## config.mk

```make
export PLATFORM = sky130hd
export DESIGN_NAME = thread_lsu
export DESIGN_NICKNAME = d
export VERILOG_FILES = /design/src/rtl/thread_lsu.sv
export SDC_FILE = /design/constraint.sdc
export NUM_CORES = 1
export LEC_CHECK = 0
export BUFFER_PORTS_ARGS = -buffer_cell sky130_fd_sc_hd__buf_2
export CAP_MARGIN = 20
export CORE_MARGIN = 10
export CORE_UTILIZATION = 40
export DETAILED_ROUTE_END_ITERATION = 10
export PLACE_DENSITY = 0.69
export SLEW_MARGIN = 10
export SYNTH_ARGS = -nofsm -noshare
export SYNTH_HDL_FRONTEND = slang
export SYNTH_SLANG_ARGS = --single-unit
export TNS_END_PERCENT = 10
```

## constraint.sdc

```tcl
create_clock -name clk -period 4.2 [get_ports clk]
set_input_delay 0.84 -clock clk [delete_from_list [all_inputs] [get_ports clk]]
set_output_delay 0.84 -clock clk [all_outputs]
set_load 0.02 [all_outputs]
```

## src/rtl/thread_lsu.sv

```systemverilog
// Per-thread load/store unit: turns LDR/STR operands into one valid/ready memory request per op.
// Optional build macro LSU_TIMEOUT_EN adds a WAITING-cycle timeout with a sticky lsu_error flag.
module thread_lsu #(
    parameter int unsigned ADDR_BITS      = 8,
    parameter int unsigned DATA_BITS      = 8,
    parameter int unsigned TIMEOUT_CYCLES = 255
) (
    input  logic                 clk,
    input  logic                 reset,
    input  logic                 enable,
    input  logic [2:0]           core_state,
    input  logic                 decoded_mem_read_enable,
    input  logic                 decoded_mem_write_enable,
    input  logic [7:0]           rs,
    input  logic [7:0]           rt,
    output logic                 mem_read_valid,
    output logic [ADDR_BITS-1:0] mem_read_address,
    input  logic                 mem_read_ready,
    input  logic [DATA_BITS-1:0] mem_read_data,
    output logic                 mem_write_valid,
    output logic [ADDR_BITS-1:0] mem_write_address,
    output logic [DATA_BITS-1:0] mem_write_data,
    input  logic                 mem_write_ready,
    output logic [1:0]           lsu_state,
    output logic [DATA_BITS-1:0] lsu_out,
    output logic                 lsu_error
);

    localparam logic [2:0] CORE_REQUEST = 3'b011;
    localparam logic [2:0] CORE_UPDATE  = 3'b110;

    typedef enum logic [1:0] {
        ST_IDLE       = 2'b00,
        ST_REQUESTING = 2'b01,
        ST_WAITING    = 2'b10,
        ST_DONE       = 2'b11
    } state_t;

    // Reject out-of-range timeout limits at elaboration.
    if (TIMEOUT_CYCLES < 1 || TIMEOUT_CYCLES > 65535) begin : g_bad_timeout
        $error("thread_lsu: TIMEOUT_CYCLES must be in 1..65535");
    end

    state_t               state_q,    state_d;
    logic                 op_read_q,  op_read_d;
    logic                 rd_valid_q, rd_valid_d;
    logic [ADDR_BITS-1:0] rd_addr_q,  rd_addr_d;
    logic                 wr_valid_q, wr_valid_d;
    logic [ADDR_BITS-1:0] wr_addr_q,  wr_addr_d;
    logic [DATA_BITS-1:0] wr_data_q,  wr_data_d;
    logic [DATA_BITS-1:0] out_q,      out_d;
    logic                 ready_c;

`ifdef LSU_TIMEOUT_EN
    localparam logic [15:0] TIMEOUT_LIMIT = 16'(TIMEOUT_CYCLES);
    logic [15:0] cnt_q, cnt_d;
    logic        err_q, err_d;
`endif

    // Only the channel belonging to the latched op can complete the request.
    assign ready_c = op_read_q ? mem_read_ready : mem_write_ready;

    // Next-state and next-output logic.
    always_comb begin
        state_d    = state_q;
        op_read_d  = op_read_q;
        rd_valid_d = rd_valid_q;
        rd_addr_d  = rd_addr_q;
        wr_valid_d = wr_valid_q;
        wr_addr_d  = wr_addr_q;
        wr_data_d  = wr_data_q;
        out_d      = out_q;
`ifdef LSU_TIMEOUT_EN
        cnt_d      = cnt_q;
        err_d      = err_q;
`endif
        case (state_q)
            ST_IDLE: begin
                if (core_state == CORE_REQUEST) begin
                    if (decoded_mem_read_enable) begin
                        op_read_d = 1'b1;
                        state_d   = ST_REQUESTING;
                    end else if (decoded_mem_write_enable) begin
                        op_read_d = 1'b0;
                        state_d   = ST_REQUESTING;
                    end
                end
            end
            ST_REQUESTING: begin
                if (op_read_q) begin
                    rd_valid_d = 1'b1;
                    rd_addr_d  = ADDR_BITS'(rs);
                end else begin
                    wr_valid_d = 1'b1;
                    wr_addr_d  = ADDR_BITS'(rs);
                    wr_data_d  = DATA_BITS'(rt);
                end
`ifdef LSU_TIMEOUT_EN
                cnt_d = 16'd0;
`endif
                state_d = ST_WAITING;
            end
            ST_WAITING: begin
                if (ready_c) begin
                    rd_valid_d = 1'b0;
                    wr_valid_d = 1'b0;
                    if (op_read_q) begin
                        out_d = mem_read_data;
                    end
                    state_d = ST_DONE;
                end
`ifdef LSU_TIMEOUT_EN
                else if ((cnt_q + 16'd1) == TIMEOUT_LIMIT) begin
                    // Abandon the request; reads return all ones so a stale value is never mistaken for data.
                    rd_valid_d = 1'b0;
                    wr_valid_d = 1'b0;
                    err_d      = 1'b1;
                    cnt_d      = cnt_q + 16'd1;
                    if (op_read_q) begin
                        out_d = '1;
                    end
                    state_d = ST_DONE;
                end else begin
                    cnt_d = cnt_q + 16'd1;
                end
`endif
            end
            ST_DONE: begin
                if (core_state == CORE_UPDATE) begin
                    state_d = ST_IDLE;
                end
            end
            default: state_d = ST_IDLE;
        endcase
    end

    // State registers; reset wins over enable, enable low freezes everything.
    always_ff @(posedge clk) begin
        if (reset) begin
            state_q    <= ST_IDLE;
            op_read_q  <= 1'b0;
            rd_valid_q <= 1'b0;
            rd_addr_q  <= '0;
            wr_valid_q <= 1'b0;
            wr_addr_q  <= '0;
            wr_data_q  <= '0;
            out_q      <= '0;
`ifdef LSU_TIMEOUT_EN
            cnt_q      <= 16'd0;
            err_q      <= 1'b0;
`endif
        end else if (enable) begin
            state_q    <= state_d;
            op_read_q  <= op_read_d;
            rd_valid_q <= rd_valid_d;
            rd_addr_q  <= rd_addr_d;
            wr_valid_q <= wr_valid_d;
            wr_addr_q  <= wr_addr_d;
            wr_data_q  <= wr_data_d;
            out_q      <= out_d;
`ifdef LSU_TIMEOUT_EN
            cnt_q      <= cnt_d;
            err_q      <= err_d;
`endif
        end
    end

    assign mem_read_valid    = rd_valid_q;
    assign mem_read_address  = rd_addr_q;
    assign mem_write_valid   = wr_valid_q;
    assign mem_write_address = wr_addr_q;
    assign mem_write_data    = wr_data_q;
    assign lsu_state         = state_q;
    assign lsu_out           = out_q;

`ifdef LSU_TIMEOUT_EN
    assign lsu_error = err_q;
`else
    assign lsu_error = 1'b0;
`endif

endmodule

```

* Word-level counts from Yosys, hierarchy flattened
Index checks and enable logic that the tools add are counted.
Storage, ports and cells: flip-flop bits (word level) 37, bits of input ports 34, output and inout bits 37, logic and storage cells 44
Operators by class: equal/unequal tests 11, mux-type cells 14, bitwise operators 1, reductions and logical operators 10
Operators by type and width (count):
- $reduce_and 4->1 | 4
- $mux 2 | 5
- $ne 2x2->1 const B | 5
- $pmux 2 s4 | 1
- $mux 1 | 6
- $reduce_and 3->1 | 2
- $reduce_and 5->1 | 1
- $eq 2x2->1 const B | 2
- $pmux 1 s2 | 2
- $reduce_bool 2->1 | 2
- $eq 3x2->1 const B | 1
- $eq 3x3->1 const B | 1
- $ne 3x3->1 const B | 1
- $eq 2x1->1 const B | 1
- $logic_not 2->1 | 1
- $not 1->1 | 1

* Depth between registers and ports, before layout
Gate-level depths: netlist of run 1.
depth in word-level cells 4, mapped depth 8, gate-level depth less buffers 6

* Worst setup path after synthesis of run 1
OpenSTA, ideal clock, no wires.
kind input to register, from input port enable, to register wr_addr_q[0], in the netlist mem_write_address[0], library setup time 132 ps, arrival time 1596 ps, required time 4068 ps, setup slack 2471 ps, stages on the path 7, buffers on the path 3, path through buf_4 -> nand2_2 -> or2_1 -> buf_6 -> buf_6 -> nand2_1 -> a21oi_1
On the way: longest elaborated chain between the ends 1
RTL lines:
- start: declaration | RTL line 10 | input logic enable,
- $reduce_and 3->1 (no line)
- end signal: assignment | RTL line 158 | wr_addr_q <= wr_addr_d;
- end: declaration | RTL line 49 | logic [ADDR_BITS-1:0] wr_addr_q, wr_addr_d;
No other way between the ends. A chain may end at the register's enable or synchronous reset.

* Worst setup path after layout of run 1
from register state_q[0], in the netlist lsu_state[0], to output port lsu_state[0]
RTL lines:
- start: declaration | RTL line 44 | state_t state_q, state_d;
- start signal: assignment | RTL line 153 | state_q <= state_d;
- end: declaration | RTL line 24 | output logic [1:0] lsu_state,
No word-level cell between the ends.

==> key figures, run 1 <==
Worst setup path
  – Peak fanout along the critical path: 5
  – Setup CP Type: flop to output port
  – Critical path arrival: 890 ps
  – Reg2Reg Depth: 6
  – Max stage delay on crit path: 410 ps
  – FF-to-FF Start: lsu_state[1]
  – Element type at the critical path end: output port
  – Critical Path, Cell by Cell: buf_2
  – Crit-path leading delay family: flip-flops
  – Worst R2R End: mem_write_address[2]
  – WP data required: 3360 ps
  – Worst reg2reg setup slack: 2570 ps
  – Slowest-stage cell, CP: dfxtp_1
  – Crit path buf inv count: 1
  – Startpoint Class: flop
  – WP depth: 1

Clock tree
  – Sink Count: 37
  – Clock latency at the later pin of the worst-skew pair: 290 ps
  – TritonCTS clock tree: yes
  – CTS buffer count: 5
  – Cts hold-fix bufs: 0
  – Htree depth: 2
  – CTS max path bufs: 2
  – Setup Buffers After CTS: 0
  – Post-CTS sizing: 0
  – Clock slew seen by the registers of the worst setup and hold paths: 70 ps
  – Root Buffer: clkbuf_8

Floorplanning
  – Horiz. Die Dim: 81.4 µm
  – Die footprint: 6630 µm²
  – Initial Util: 0.412
  – Core box area: 3660 µm²
  – Die height: 81.4 µm
  – FP Rows: 22
  – Ports: 71

Synth
  – Commonest cells in the netlist: 68 x nand2_1, 37 x dfxtp_1, 34 x a21oi_1
  – Synth top area share: 0.491
  – FF+latch count, synth: 37
  – Syn_area_per_cell: 8.07 µm²
  – Synthesized area: 1510 µm²
  – Top cells by area, synth: dfxtp_1 49%, nand2_1 17%, a21oi_1 11%
  – Count leader, synth: nand2_1
  – Ys Warns: 0
  – Post-synth EDFFs: 0
  – Synth area leader: dfxtp_1
  – Ys async rst share: 0
  – Mapped Nets: 226
  – Post-synthesis cell count: 187
  – Primary FF master, synth: dfxtp_1
  – Sequential share of the synthesized area: 0.491
  – Netlist cell types: 28

Placed design
  – Gpl congestion: 0.789
  – Placed Instances: 293
  – DP Area: 1840 µm²
  – Port Buf Inserts: 69
  – Dpl hpwl: 2930 µm

Finish
  – Post-layout net count: 291
  – Multi-input gate area: 691 µm²
  – Storage element area: 741 µm²
  – Area grow syn2layout: 27.7%
  – Fin util: 0.526
  – Design Area, Final: 1930 µm²
  – Final Instance Count excl. Fillers: 301
  – Fill cell count: 349
  – Layout cells sized above 1: 0.316
  – # diodes: 0

Global route
  – Antenna violations before repair: 0
  – Tot GR Track Use: 0.119
  – Largest net degree at the start of global routing: 39
  – GRT overflow: 0
  – Vias in the first global route: 1389
  – First-pass GRT wire length: 6180 µm

Power and ir drop
  – Leak: 0.000839 µW
  – Pwr Density: 343 nW/µm²
  – Tot Pwr: 661 µW
  – Peak VDD IR: 170 µV

Detailed routing
  – WL final: 3930 µm
  – Drt drc: 0
  – Vias per cell: 4.66
  – DRT Pass-1 Iters: 4
  – DRT antenna net count: 0
  – Detailed Route Iter0 Violations: 77
  – DR vias: 1403
  – WL/cell: 13.0 µm

Timing
  – Final Hold Fails: 0
  – Slew Limit Fails: 0
  – Slew of the pin with the lowest slew margin: 671 ps
  – Max-slew headroom: 0.553
  – Clock Skews: 7.45 ps
  – Unrepaired setup endpoints after global routing: no
  – Final setup viols: 0
  – Tmin final: 1730 ps
  – Final period utilization: 0.412
  – Sum Neg Setup Slack: 0 ps
  – Fmax: 0.578 GHz

Status
  – Status: complete, no violations

Run
  – Max-cap viol count: 0

Worst hold path
  – Hold Path Cell Cnt: 2
  – Hold Path End: mem_write_data[7]
  – Worst hold start: mem_write_data[7]
  – Worst hold path type: flop to flop
[layer usage]
layer,wire (µm),GRT usage
met5,0,0
met3,585,0.0753
met2,1740,0.183
met1,1550,0.124
met4,51,0.0571
[stage by stage]
stage                     hold WS (ps)  setup slack [ps]
after detailed placement           444              2300
after floorplan                    533              2470
after global placement             440              2320
after CTS                          454              2440
final                              452              2470
after global routing               467              2320
[layout make-up]
cell class | count | area share
repair buffers | 69 | 0.179
clock inverters | 2 | 0.00519
well taps | 48 | 0.0312
flip-flops and latches | 37 | 0.384
inverters | 2 | 0.00390
multi-input cells | 137 | 0.358
clock buffers | 6 | 0.0377
[flip-flops by register name, indices dropped and copies added, names as in the netlist]
name	count
mem_write_data	8
mem_write_valid	1
mem_read_address	8
lsu_state	2
mem_read_valid	1
lsu_out	8
mem_write_address	8
op_read_q	1
[cells in the final DEF, fill, tap and decap left out]
| cell type | instances |
|---|---|
| a211oi_2 | 1 |
| a21oi_1 | 34 |
| a311oi_1 | 1 |
| a41oi_1 | 1 |
| and3_1 | 1 |
| and4_1 | 1 |
| buf_2 | 69 |
| clkbuf_1 | 1 |
| clkbuf_8 | 5 |
| clkinv_2 | 2 |
| conb_1 | 1 |
| dfxtp_1 | 37 |
| ha_1 | 5 |
| inv_1 | 2 |
| mux2i_1 | 2 |
| nand2_1 | 68 |
| nand2_2 | 1 |
| nand2b_1 | 4 |
| nand2b_4 | 1 |
| nand3_1 | 2 |
| nand3b_1 | 1 |
| nand4_1 | 1 |
| nor2_1 | 4 |
| nor2_4 | 1 |
| nor3_1 | 1 |
| o21a_1 | 1 |
| o21ai_0 | 4 |
| or2_1 | 1 |
[how the worst max path moves through the flow]
stage | slack [ps] | from | endpoint
final | 2470 | lsu_state[0] | lsu_state[0]
after detailed placement | 2300 | enable | mem_write_address[2]
after global routing | 2320 | lsu_state[0] | lsu_out[5]
after global placement | 2320 | enable | mem_write_address[6]
after floorplan | 2470 | enable | mem_write_address[0]
after CTS | 2440 | lsu_state[0] | lsu_state[0]
[power by group]
part	switching, µW	internal (µW)
registers	3.87	357
clock network	122	115
logic	37.7	25.7
total	164	497
[kinds of logic (layout without fill, tap and decap cells)]
| kind of cell | Yosys count | count (layout) | share of synthesized area |
|---|---|---|---|
| muxes | 2 | 2 | 0.0133 |
| and+or+nand+nor | 87 | 87 | 0.250 |
| AOI/OAI and AO/OA | 42 | 42 | 0.151 |
| adders and majority gates | 5 | 5 | 0.0415 |
| buffers and inverters | 13 | 79 | 0.0514 |
| DFF | 37 | 37 | 0.491 |
| other | 1 | 1 | 0.00249 |
Power figures use the tool's default switching activity.
==> inputs of run 2 (changes only) <==
- ABC_AREA: not set -> 1
- clock period: 4.2 -> 1.6 ns (I/O delays scaled with it)
==> key figures, run 2 <==
Status
  – Status: complete, no violations

Worst setup path
  – Critical path arrival: 1610 ps
  – Element type at the critical path end: flop
  – WP data required: 1780 ps
  – Reg2Reg Depth: 8
  – Setup CP Type: flop to flop
  – Peak fanout along the critical path: 5
  – Startpoint Class: flop
  – Worst reg2reg setup slack: 170 ps

Finish
  – Post-layout net count: 314
  – Storage element area: 741 µm²
  – Fill cell count: 363
  – Commonest non-fill, non-tap cells in the layout: 69 x buf_2, 42 x nor2_1, 37 x dfxtp_1, 26 x o21ai_0, 21 x nand2_1
  – Multi-input gate area: 654 µm²
  – Area grow syn2layout: 32.5%
  – # diodes: 0
  – Final Instance Count excl. Fillers: 322
  – Most common cell after layout, fill and taps aside: buf_2
  – Layout cells sized above 1: 0.314
  – Fin util: 0.546

Detailed routing
  – Vias per cell: 4.52
  – Top Layer Used: met4
  – Wire length on met2: 1780 µm
  – Met3 WL: 504 µm
  – DRT antenna net count: 0
  – WL/cell: 12.3 µm
  – DR vias: 1456
  – Drt drc: 0
  – WL final: 3970 µm
  – DRT Pass-1 Iters: 4
  – Detailed Route Iter0 Violations: 81
  – DRT met1 WL: 1650 µm

Clock tree
  – CTS max path bufs: 2
  – Root Buffer: clkbuf_8
  – CTS buffer count: 5
  – TritonCTS clock tree: yes
  – Sink Count: 37
  – Htree depth: 2
  – Cts hold-fix bufs: 0
  – Clock latency at the later pin of the worst-skew pair: 280 ps
  – Clock slew seen by the registers of the worst setup and hold paths: 60 ps

Global route
  – GRT overflow: 0
  – First-pass GRT wire length: 6490 µm
  – Tot GR Track Use: 0.122
  – Largest net degree at the start of global routing: 23
  – Antenna violations before repair: 0
  – Vias in the first global route: 1422

Floorplanning
  – Initial Util: 0.412
  – Die footprint: 6630 µm²
  – Ports: 71
  – Die height: 81.4 µm
  – Core box area: 3660 µm²
  – Horiz. Die Dim: 81.4 µm
  – FP Rows: 22

Synth
  – Ys async rst share: 0
  – Post-synth EDFFs: 0
  – Commonest cells in the netlist: 42 x nor2_1, 37 x dfxtp_1, 26 x o21ai_0
  – Synth area leader: dfxtp_1
  – Syn_area_per_cell: 7.54 µm²
  – Primary FF master, synth: dfxtp_1
  – Netlist cell types: 20
  – Mapped Nets: 239
  – Ys Warns: 0
  – Sequential share of the synthesized area: 0.491
  – Post-synthesis cell count: 200
  – Top cells by area, synth: dfxtp_1 49%, nor2_1 10%, o21ai_0 8.6%
  – FF+latch count, synth: 37
  – Synthesized area: 1510 µm²
  – Count leader, synth: nor2_1
  – Synth top area share: 0.491

Power and ir drop
  – Pwr Density: 947 nW/µm²
  – Peak VDD IR: 467 µV
  – Leak: 0.000958 µW

Timing
  – Fmax: 0.697 GHz
  – Final Hold Fails: 0
  – Final setup viols: 0
  – Clock Skews: 3.22 ps
  – Unrepaired setup endpoints after global routing: no
  – Sum Neg Setup Slack: 0 ps
  – Final period utilization: 0.897
  – Tmin final: 1430 ps
  – Slew Limit Fails: 0

Placed design
  – Placed Instances: 315
  – Port Buf Inserts: 69
  – Dpl hpwl: 3090 µm
  – Gpl congestion: 0.820

Worst hold path
  – Worst hold path type: input port to flop
  – Hold Path Cell Cnt: 3

Run
  – Max-cap viol count: 0
run 2: cell count changes after synthesis, moves of 2 or more:
cell / delta
a21oi_1: -15
buf_4: -2
buf_6: -2
inv_1: +17
mux2i_1: -2
nand2_1: -47
nand2b_1: -4
nand3_1: +13
nor2_1: +38
o21ai_0: +22
run 2: path summary, 6_finish.rpt:
path | start | end
max reg2reg | lsu_state[0] | lsu_state[0]
min reg2reg | mem_read_address[5] | mem_read_address[5]
min | decoded_mem_read_enable | op_read_q
max | lsu_state[0] | lsu_state[0]
run 2: power breakdown:
part	leakage, µW	internal, µW	total [µW]	switching, µW
clock	0.0000399	286	576	290
combinational	0.000619	124	329	206
sequential	0.000299	962	987	24.6
run 2: layer usage:
layer	vias up	track usage
met3	4	0.0662
met5	-	0
li1	786	-
met2	45	0.189
met4	0	0.0363
met1	621	0.142
run 2: logic make-up (layout without fill, tap and decap cells):
logic type      after synthesis  count (layout)  synth area share
buf+inv                      28             102            0.0747
fa+ha+maj                     5               5            0.0415
other cells                   1               1           0.00249
simple gates                 83              83             0.236
flops                        37              37             0.491
compound gates               46              46             0.154
run 2: area by class of cell:
| class | instances | area share |
|---|---|---|
| multi-input combinational | 135 | 0.327 |
| inverter | 21 | 0.0394 |
| timing repair buffer | 75 | 0.195 |
| tap | 48 | 0.0301 |
| clock buffer | 5 | 0.0344 |
| sequential | 37 | 0.371 |
| clock inverter | 1 | 0.00250 |
run 2: worst max-delay path, stage by stage (launching register included):
cell and delay, ps:
dfxtp_1 390, inv_1 100, ha_1 250, nand3_1 170
nand2_1 100, nor2_1 130, nand3_1 80, nand2_1 80
nor2_1 40
run 2: what timing repair did:
action / in CTS / in global routing
resized for setup: 0 / 0
setup endpoints to repair: 0 / 7
setup buffers: 0 / 1
run 2: through the flow:
step	hold slack, ps	total power (µW)	area, µm²	setup WS [ps]
after floorplan	461	1220	1510	41.3
after global placement	432	1340	1920	193
after detailed placement	436	1340	1920	120
after CTS	281	1920	1990	106
after global routing	286	2010	2000	7.42
final	287	1890	2000	165
==> inputs of run 3 (changes only) <==
- CORE_UTILIZATION: 40 -> 45
- PLACE_DENSITY: 0.69 -> 0.83
- SKIP_LAST_GASP: not set -> 1
==> key figures, run 3 (synthesis results as in run 2) <==
Detailed routing
  – Vias per cell: 4.66
  – DRT Pass-1 Iters: 4
  – DR vias: 1492
  – Detailed Route Iter0 Violations: 90
  – WL final: 3870 µm
  – Drt drc: 0
  – WL/cell: 12.1 µm
  – DRT antenna net count: 0

Worst setup path
  – Crit path buf inv count: 3
  – Critical Path, Cell by Cell: inv_1 -> ha_1 -> nand3_2 -> clkinv_1 -> buf_4 -> a21oi_1 -> a211oi_1
  – WP depth: 7
  – FF-to-FF Start: lsu_state[1]
  – Element type at the critical path end: flop
  – Peak fanout along the critical path: 17
  – Critical path arrival: 1670 ps
  – Max stage delay on crit path: 410 ps
  – Reg2Reg Depth: 7
  – Setup CP Type: flop to flop
  – Slowest-stage cell, CP: dfxtp_1
  – Startpoint Class: flop
  – WP data required: 1840 ps
  – Crit-path leading delay family: flip-flops
  – Worst R2R End: mem_write_valid
  – Worst reg2reg setup slack: 170 ps

Timing
  – Final period utilization: 0.896
  – Tmin final: 1430 ps
  – Slew Limit Fails: 0
  – Fmax: 0.697 GHz
  – Unrepaired setup endpoints after global routing: yes
  – Clock Skews: 5.38 ps
  – Final setup viols: 0
  – Final Hold Fails: 0

Floorplanning
  – Die height: 77.9 µm
  – Ports: 71
  – FP Rows: 20
  – Die footprint: 6070 µm²
  – Initial Util: 0.482
  – Core box area: 3130 µm²
  – Horiz. Die Dim: 77.9 µm

Global route
  – Vias in the first global route: 1419
  – Antenna violations before repair: 0
  – GRT overflow: 0
  – Largest net degree at the start of global routing: 25
  – First-pass GRT wire length: 6420 µm
  – Tot GR Track Use: 0.127

Status
  – Status: complete, no violations

Finish
  – Most common cell after layout, fill and taps aside: buf_2
  – Area grow syn2layout: 31.7%
  – Multi-input gate area: 654 µm²
  – Commonest non-fill, non-tap cells in the layout: 69 x buf_2, 42 x nor2_1, 37 x dfxtp_1, 26 x o21ai_0, 21 x nand2_1
  – Final Instance Count excl. Fillers: 320
  – Fin util: 0.635
  – Fill cell count: 294
  – Post-layout net count: 315
  – # diodes: 0
  – Storage element area: 741 µm²
  – Layout cells sized above 1: 0.319

Clock tree
  – Sink Count: 37
  – Root Buffer: clkbuf_4
  – Htree depth: 2
  – CTS buffer count: 5
  – Clock latency at the later pin of the worst-skew pair: 340 ps
  – Cts hold-fix bufs: 0
  – Clock slew seen by the registers of the worst setup and hold paths: 110 ps
  – CTS max path bufs: 2
  – TritonCTS clock tree: yes

Worst hold path
  – Hold Path Cell Cnt: 3
  – Hold Path End: mem_write_data[1]
  – Worst hold start: rt[1]
  – Worst hold path type: input port to flop

Power and ir drop
  – Pwr Density: 922 nW/µm²
  – Leak: 0.000954 µW
  – Peak VDD IR: 566 µV

Placed design
  – Gpl congestion: 0.842
  – Dpl hpwl: 2980 µm
  – Placed Instances: 310
  – Port Buf Inserts: 69

Run
  – Max-cap viol count: 0
==> run 3: cell types whose count changed in the layout (fill, tap and decap cells not counted) <==
cell        previous run  this run
buf_4                  6         7
clkbuf_4               0         5
clkinvlp_4             0         1
clkinv_2               1         0
clkbuf_8               5         1
==> run 3: worst reg2reg max path: cells and delay by family (launching register included) <==
family,cells,cell delay (ps)
buf+inv,3,340
compound gates,2,210
fa+ha+maj,1,260
simple gates,1,110
flops,1,410
==> run 3: power breakdown <==
| part | switching (µW) | internal [µW] | total, µW | leakage (µW) |
|---|---|---|---|---|
| clock | 312 | 206 | 517 | 0.0000303 |
| sequential | 24.2 | 962 | 986 | 0.000299 |
| combinational | 203 | 124 | 327 | 0.000624 |
| total | 539 | 1290 | 1830 | 0.000954 |
==> run 3: layout make-up <==
type / instances / area share
sequential: 37 / 0.373
multi-input combinational: 135 / 0.330
timing repair buffer: 76 / 0.200
inverter: 21 / 0.0397
tap: 44 / 0.0277
clock buffer: 6 / 0.0258
clock inverter: 1 / 0.00378
==> run 3: repair_timing <==
item / in CTS / in global routing
buffers inserted: 0 / 3
gates resized for setup: 0 / 0
endpoints found under the setup margin: 0 / 9
==> run 3: how the worst max path moves through the flow <==
stage | slack [ps] | endpoint | startpoint
floorplan | 40 | mem_write_address[0] | lsu_state[1]
global placement | 90 | lsu_out[7] | lsu_state[0]
detailed placement | 40 | lsu_out[0] | lsu_state[0]
CTS | 20 | lsu_out[0] | lsu_state[0]
global route | -20 | mem_write_valid | lsu_state[1]
finish | 170 | mem_write_valid | lsu_state[1]
==> run 3: layer usage <==
layer	vias to the layer above	share of wire	GRT usage
li1	796	-	-
met1	628	0.44	0.146
met2	65	0.45	0.194
met3	3	0.11	0.0634
met4	0	0.0057	0.0547
met5	-	0	0
==> run 3: stage by stage <==
stage | hold slack (ps) | TNS, ps | setup slack (ps) | area [µm²] | power [µW]
2_1_floorplan | 461 | 0 | 41.3 | 1510 | 1220
3_3_place_gp | 427 | 0 | 85.1 | 1900 | 1330
3_5_place_dp | 434 | 0 | 38.1 | 1900 | 1340
4_1_cts | 199 | 0 | 16.1 | 1960 | 1850
5_1_grt | 206 | -15.6 | -15.6 | 1990 | 1940
6_report | 221 | 0 | 166 | 1990 | 1830
